$ cat src/rtl/sseg_scan_decoder.sv
// Recovers the hex nibbles shown on a multiplexed active-low common-anode 7-segment bus.
// Filters short scan glitches, flags unknown patterns and publishes one word per full scan.
module sseg_scan_decoder #(
    parameter int NDIG   = 4,
    parameter int STABLE = 8
) (
    input  logic                clk,
    input  logic                rst_n,
    input  logic [NDIG-1:0]     an_n,
    input  logic [6:0]          seg_n,
    output logic [4*NDIG-1:0]   value,
    output logic                valid,
    output logic [NDIG-1:0]     digit_err,
    output logic                frame_err
);

    localparam int CW = $clog2(STABLE + 1);
    localparam int IW = (NDIG > 1) ? $clog2(NDIG) : 1;

    typedef enum logic [1:0] {
        BLANK  = 2'd0,
        TRACK  = 2'd1,
        LOCKED = 2'd2
    } state_t;

    // Returns {err, nibble}; unknown patterns decode to nibble 0 with err set.
    function automatic logic [4:0] seg_decode(input logic [6:0] pat);
        case (pat)
            7'h40:   seg_decode = 5'h00;
            7'h79:   seg_decode = 5'h01;
            7'h24:   seg_decode = 5'h02;
            7'h30:   seg_decode = 5'h03;
            7'h19:   seg_decode = 5'h04;
            7'h12:   seg_decode = 5'h05;
            7'h02:   seg_decode = 5'h06;
            7'h78:   seg_decode = 5'h07;
            7'h00:   seg_decode = 5'h08;
            7'h10:   seg_decode = 5'h09;
            7'h08:   seg_decode = 5'h0A;
            7'h03:   seg_decode = 5'h0B;
            7'h46:   seg_decode = 5'h0C;
            7'h21:   seg_decode = 5'h0D;
            7'h06:   seg_decode = 5'h0E;
            7'h0E:   seg_decode = 5'h0F;
            default: seg_decode = 5'h10;
        endcase
    endfunction

    logic [NDIG-1:0]   an_r;
    logic [6:0]        seg_r;
    logic [NDIG-1:0]   prev_an_r;
    logic [6:0]        prev_seg_r;
    state_t            state_r;
    state_t            state_s;
    logic [CW-1:0]     cnt_r;
    logic [CW-1:0]     cnt_s;
    logic              capture_s;
    logic [3:0]        zero_cnt_s;
    logic [IW-1:0]     dig_idx_s;
    logic              one_cold_s;
    logic              illegal_s;
    logic              same_s;
    logic [4:0]        dec_s;
    logic              publish_s;
    logic [NDIG-1:0]   seen_r;
    logic [NDIG-1:0]   seen_s;
    logic [4*NDIG-1:0] shadow_r;
    logic [NDIG-1:0]   err_shadow_r;

    // Classify the registered anode sample and locate the selected digit.
    always_comb begin
        zero_cnt_s = 4'd0;
        dig_idx_s  = '0;
        for (int i = 0; i < NDIG; i++) begin
            zero_cnt_s = zero_cnt_s + {3'b000, ~an_r[i]};
            dig_idx_s  = an_r[i] ? dig_idx_s : IW'(i);
        end
        one_cold_s = (zero_cnt_s == 4'd1);
        illegal_s  = (zero_cnt_s > 4'd1);
        same_s     = (an_r == prev_an_r) && (seg_r == prev_seg_r);
        dec_s      = seg_decode(seg_r);
        publish_s  = &seen_r;
        seen_s     = (publish_s ? {NDIG{1'b0}} : seen_r) | ({NDIG{capture_s}} & ~an_r);
    end

    // Next-state logic: a digit is captured once STABLE identical samples are seen.
    always_comb begin
        state_s   = state_r;
        cnt_s     = cnt_r;
        capture_s = 1'b0;
        case (state_r)
            BLANK: begin
                if (one_cold_s) begin
                    state_s = TRACK;
                    cnt_s   = CW'(1);
                end else begin
                    state_s = BLANK;
                    cnt_s   = '0;
                end
            end
            TRACK: begin
                if (!one_cold_s) begin
                    state_s = BLANK;
                    cnt_s   = '0;
                end else if (same_s) begin
                    if (cnt_r >= CW'(STABLE - 1)) begin
                        state_s   = LOCKED;
                        cnt_s     = CW'(STABLE);
                        capture_s = 1'b1;
                    end else begin
                        state_s = TRACK;
                        cnt_s   = cnt_r + CW'(1);
                    end
                end else begin
                    state_s = TRACK;
                    cnt_s   = CW'(1);
                end
            end
            LOCKED: begin
                if (!one_cold_s) begin
                    state_s = BLANK;
                    cnt_s   = '0;
                end else if (same_s) begin
                    state_s = LOCKED;
                    cnt_s   = cnt_r;
                end else begin
                    state_s = TRACK;
                    cnt_s   = CW'(1);
                end
            end
            default: begin
                state_s = BLANK;
                cnt_s   = '0;
            end
        endcase
    end

    // Input sampling, previous-sample copy and FSM state.
    always_ff @(posedge clk) begin
        if (!rst_n) begin
            an_r       <= '1;
            seg_r      <= '1;
            prev_an_r  <= '1;
            prev_seg_r <= '1;
            state_r    <= BLANK;
            cnt_r      <= '0;
        end else begin
            an_r       <= an_n;
            seg_r      <= seg_n;
            prev_an_r  <= an_r;
            prev_seg_r <= seg_r;
            state_r    <= state_s;
            cnt_r      <= cnt_s;
        end
    end

    // Per-digit shadow word; a capture during publish starts the next word.
    always_ff @(posedge clk) begin
        if (!rst_n) begin
            shadow_r     <= '0;
            err_shadow_r <= '0;
            seen_r       <= '0;
        end else begin
            seen_r <= seen_s;
            if (capture_s) begin
                shadow_r[{dig_idx_s, 2'b00} +: 4] <= dec_s[3:0];
                err_shadow_r[dig_idx_s]           <= dec_s[4];
            end else begin
                shadow_r     <= shadow_r;
                err_shadow_r <= err_shadow_r;
            end
        end
    end

    // Registered outputs.
    always_ff @(posedge clk) begin
        if (!rst_n) begin
            value     <= '0;
            digit_err <= '0;
            valid     <= 1'b0;
            frame_err <= 1'b0;
        end else begin
            valid     <= publish_s;
            frame_err <= illegal_s;
            if (publish_s) begin
                value     <= shadow_r;
                digit_err <= err_shadow_r;
            end else begin
                value     <= value;
                digit_err <= digit_err;
            end
        end
    end

endmodule

$ cat config.mk
export PLATFORM = sky130hd
export DESIGN_NAME = sseg_scan_decoder
export DESIGN_NICKNAME = d
export VERILOG_FILES = /design/src/rtl/sseg_scan_decoder.sv
export SDC_FILE = /design/constraint.sdc
export NUM_CORES = 1
export LEC_CHECK = 0
export CAP_MARGIN = 20
export CORE_MARGIN = 10
export CORE_UTILIZATION = 35
export DETAILED_ROUTE_END_ITERATION = 10
export DONT_BUFFER_PORTS = 1
export PLACE_DENSITY = 0.56
export SLEW_MARGIN = 20
export SYNTH_ARGS = -nofsm -noshare
export SYNTH_HDL_FRONTEND = slang
export SYNTH_SLANG_ARGS = --single-unit
$ cat constraint.sdc
create_clock -name clk -period 2.95 [get_ports clk]
set_clock_uncertainty 0.1 [all_clocks]
set_input_delay 0.1475 -clock clk [delete_from_list [all_inputs] [get_ports clk]]
set_output_delay 0.1475 -clock clk [all_outputs]
set_load 0.005 [all_outputs]
==> results by group <==
Status
  – Status: finished clean

Pwr
  – Pwr Density: about 530 nW/um2
  – Leakage: between 1 and 1.5 nW
  – Overall Power: a little under 0.002 W
  – Peak supply drop: 0.278 mV

Floorplanning
  – Die W: roughly 120 um
  – Core area: between 9000 and 10000 um2
  – Row count: 35
  – DIE HEIGHT: between 100 and 150 um
  – Die Footprint: approximately 14000 um2
  – # IOs: 35
  – Starting Density: 0.357

Setup path
  – CP max stage cell: fa_1
  – CP Cell Sequence: fa_1 > inv_1 > ha_1 > inv_1 > ha_1 > nor3b_4 > and4_1 > nand4_2 > nand2b_1 > o21ai_1
  – Critical Path RT: 3140 ps
  – CP Max Fanout: 10
  – CP Data Arrival Time: ~2900 ps
  – Critical path type: reg2reg
  – CP endpoint kind: flip-flop
  – Max incr delay on CP: between 400 and 500 ps
  – Worst setup SP type: flip-flop

Flow run
  – Max Cap Viol: 0

Routing
  – Post-DRT Antenna Nets: 0
  – Residual DRC: 0
  – Starting DRT DRC Count: between 100 and 150
  – Routed vias: about 2500
  – WL per Instance: 13.9 um
  – Via density: around 5.1
  – Final WL: around 6700 um
  – DRT Pass-1 Iters: 4

CTS
  – Clock Latency Late Sink: about 350 ps
  – CTS root buf: clkbuf_8
  – CTS HTree Levels: 3
  – Num CTS Buffers: 9
  – TritonCTS clock tree: done
  – CTS Sinks: 74
  – Postcts setup bufs: 0
  – Clk slew on worst S/H paths: ~80 ps
  – Maximum buffer depth of the clock tree: 2

Place
  – Dpl cell area: roughly 3300 um2
  – Post-DP HPWL: roughly 4600 um
  – Gpl congestion: 0.771
  – Port bufs: 0

Timing
  – Pins Over Slew Limit: 0
  – Minimum clock period: around 2700 ps
  – Final worst path period share: 0.925
  – FMAX: about 370 MHz
  – Final Hold Violating Endpoints: 0
  – Hold WS: ~13 ps
  – Setup violators final: 0
  – RSZ-0062 raised after global routing: no
  – Worst Tran Pin Value: 681 ps
  – Headroom to the max-slew limit: 0.546
  – Final setup TNS: 0 ps

Global route
  – First-pass GRT wire length: 11500 um
  – Total global-route track usage: 0.105
  – Vias in the first global route: between 2000 and 2500
  – Initial antenna violation count: 0
  – Total gr overflow: 0
  – Largest net degree at the start of global routing: 73

Final layout
  – Ant diodes: 0
  – Total Nets Final: 389
  – Final Cell Area: roughly 3700 um2
  – Synth-to-Final Area Change: 11.9%
  – Share of layout cells above drive strength 1: 0.0833

Synthesis
  – Mapped cell area: 3280 um2
  – Yosys warnings: 0
  – Seq cells post-synth: 74
  – Synth Instances: about 360
  – Cell variety after synth: 52
  – Seq/Total Area, Yosys: 0.451
  – Syn Area/Cell: slightly above 9 um2
  – Async set or reset register ratio after synthesis: 0
  – Post-synth EDFFs: 0
  – Top_reg_cell synth: dfxtp_1
  – Synth Net Count: 383

Min path
  – Hold Path Class: in2reg
-- cell type report --
| class | instances | area [um2] |
|---|---|---|
| well taps | 111 | 139 |
| clock inverters | 7 | 60.1 |
| inverters | 9 | 33.8 |
| flip-flops and latches | 74 | 1480 |
| clock buffers | 9 | 124 |
| fillers | 928 | 5520 |
| multi-input cells | 258 | 1680 |
| repair buffers | 15 | 160 |
-- synth_stat cells, types with 6 or more instances --
| master | n | area [um2] |
|---|---|---|
| a21oi_1 | 8 | 40.0 |
| nand3_1 | 22 | 110 |
| ha_1 | 8 | 100 |
| inv_1 | 9 | 33.8 |
| mux2i_1 | 9 | 90.1 |
| clkbuf_1 | 11 | 41.3 |
| buf_2 | 6 | 30.0 |
| dfxtp_1 | 74 | 1480 |
| o21ai_0 | 8 | 40.0 |
| o31ai_1 | 9 | 67.6 |
| a21boi_0 | 22 | 165 |
| nor2_1 | 11 | 41.3 |
| nand2_1 | 66 | 248 |
| xor2_1 | 11 | 96.3 |
| nand2b_1 | 23 | 144 |
-- path summary, 6_finish.rpt --
kind | to | slack (ps) | cells past startpoint | start
setup reg to reg | shadow_r[2] | 220 | 10 | an_r[3]
hold / removal | seg_r[2] | 10 | 2 | rst_n
setup / recovery | shadow_r[2] | 220 | 10 | an_r[3]
hold reg to reg | shadow_r[10] | 370 | 2 | shadow_r[10]
-- critical path: cells and delay by family (launching register included) --
kind / cells / cell delay (ps)
adder cells (fa/ha/maj): 3 / 890
AO/OA/AOI/OAI: 1 / 130
flip-flops: 1 / 430
buffers and inverters: 2 / 100
AND/OR/NAND/NOR: 4 / 1000
-- cell usage in the layout (no fill, tap or decap), types with 3 or more instances in the layout --
| master | count |
|---|---|
| nor2b_1 | 5 |
| nand4_1 | 5 |
| nand2b_1 | 23 |
| o21ai_0 | 8 |
| mux2i_1 | 9 |
| buf_4 | 3 |
| xor2_1 | 11 |
| a21oi_1 | 8 |
| clkbuf_8 | 9 |
| dlygate4sd3_1 | 11 |
| o21ai_1 | 3 |
| nand2_1 | 66 |
| o31ai_1 | 9 |
| a21boi_0 | 22 |
| and3_1 | 5 |
| clkinvlp_4 | 3 |
| nand2_4 | 3 |
| nand3_1 | 22 |
| inv_1 | 9 |
| nor2_1 | 11 |
| ha_1 | 8 |
| dfxtp_1 | 74 |
| and4_1 | 5 |
-- power breakdown --
| part | switching, W | total (W) | internal (W) |
|---|---|---|---|
| clock | 0.000415 | 0.000733 | 0.000318 |
| sequential | 0.0000287 | 0.00105 | 0.00102 |
| combinational | 0.0000813 | 0.000153 | 0.0000713 |
| total | 0.000525 | 0.00193 | 0.00141 |
-- timing repair --
action | CTS | global route
gates resized for setup | 0 | 1
endpoints found under the setup margin | 0 | 4
endpoints found under the hold margin | 74 | 0
hold buffers | 12 | 0
-- stage by stage --
step	utilization	cells	setup WS, ps
floorplan	-	361	334
global placement	0.364	455	287
detailed placement	0.364	455	198
CTS	0.399	483	193
global route	0.399	483	2.44
finish	0.399	483	222
-- layer usage --
layer | global-route usage | up-vias | wire, um | part of all wire
met5 | 0 | - | 0 | 0
met4 | 0.0321 | 0 | 78 | 0.012
met3 | 0.0382 | 10 | 356 | 0.053
met2 | 0.174 | 37 | 3210 | 0.48
met1 | 0.124 | 1169 | 3080 | 0.46
li1 | - | 1258 | - | -
-- kinds of logic (layout without fill, tap and decap cells) --
| kind of cell | count (synthesis) | in the layout | synth area share |
|---|---|---|---|
| AND/OR/NAND/NOR | 165 | 165 | 0.278 |
| buffers and inverters | 29 | 40 | 0.0400 |
| adder cells (fa/ha/maj) | 9 | 9 | 0.0366 |
| multiplexers | 9 | 9 | 0.0275 |
| AO/OA/AOI/OAI | 63 | 63 | 0.132 |
| XOR/XNOR | 12 | 12 | 0.0343 |
| flip-flops | 74 | 74 | 0.451 |
-- registers in the layout, indices dropped and copies added (netlist names) --
name          cells
prev_an_r         4
digit_err         4
cnt_r             4
frame_err         1
an_r              4
shadow_r         16
err_shadow_r      4
prev_seg_r        7
state_r           2
value            16
seg_r             7
seen_r            4
valid             1
Note: power is estimated with default switching activity, not from simulation.
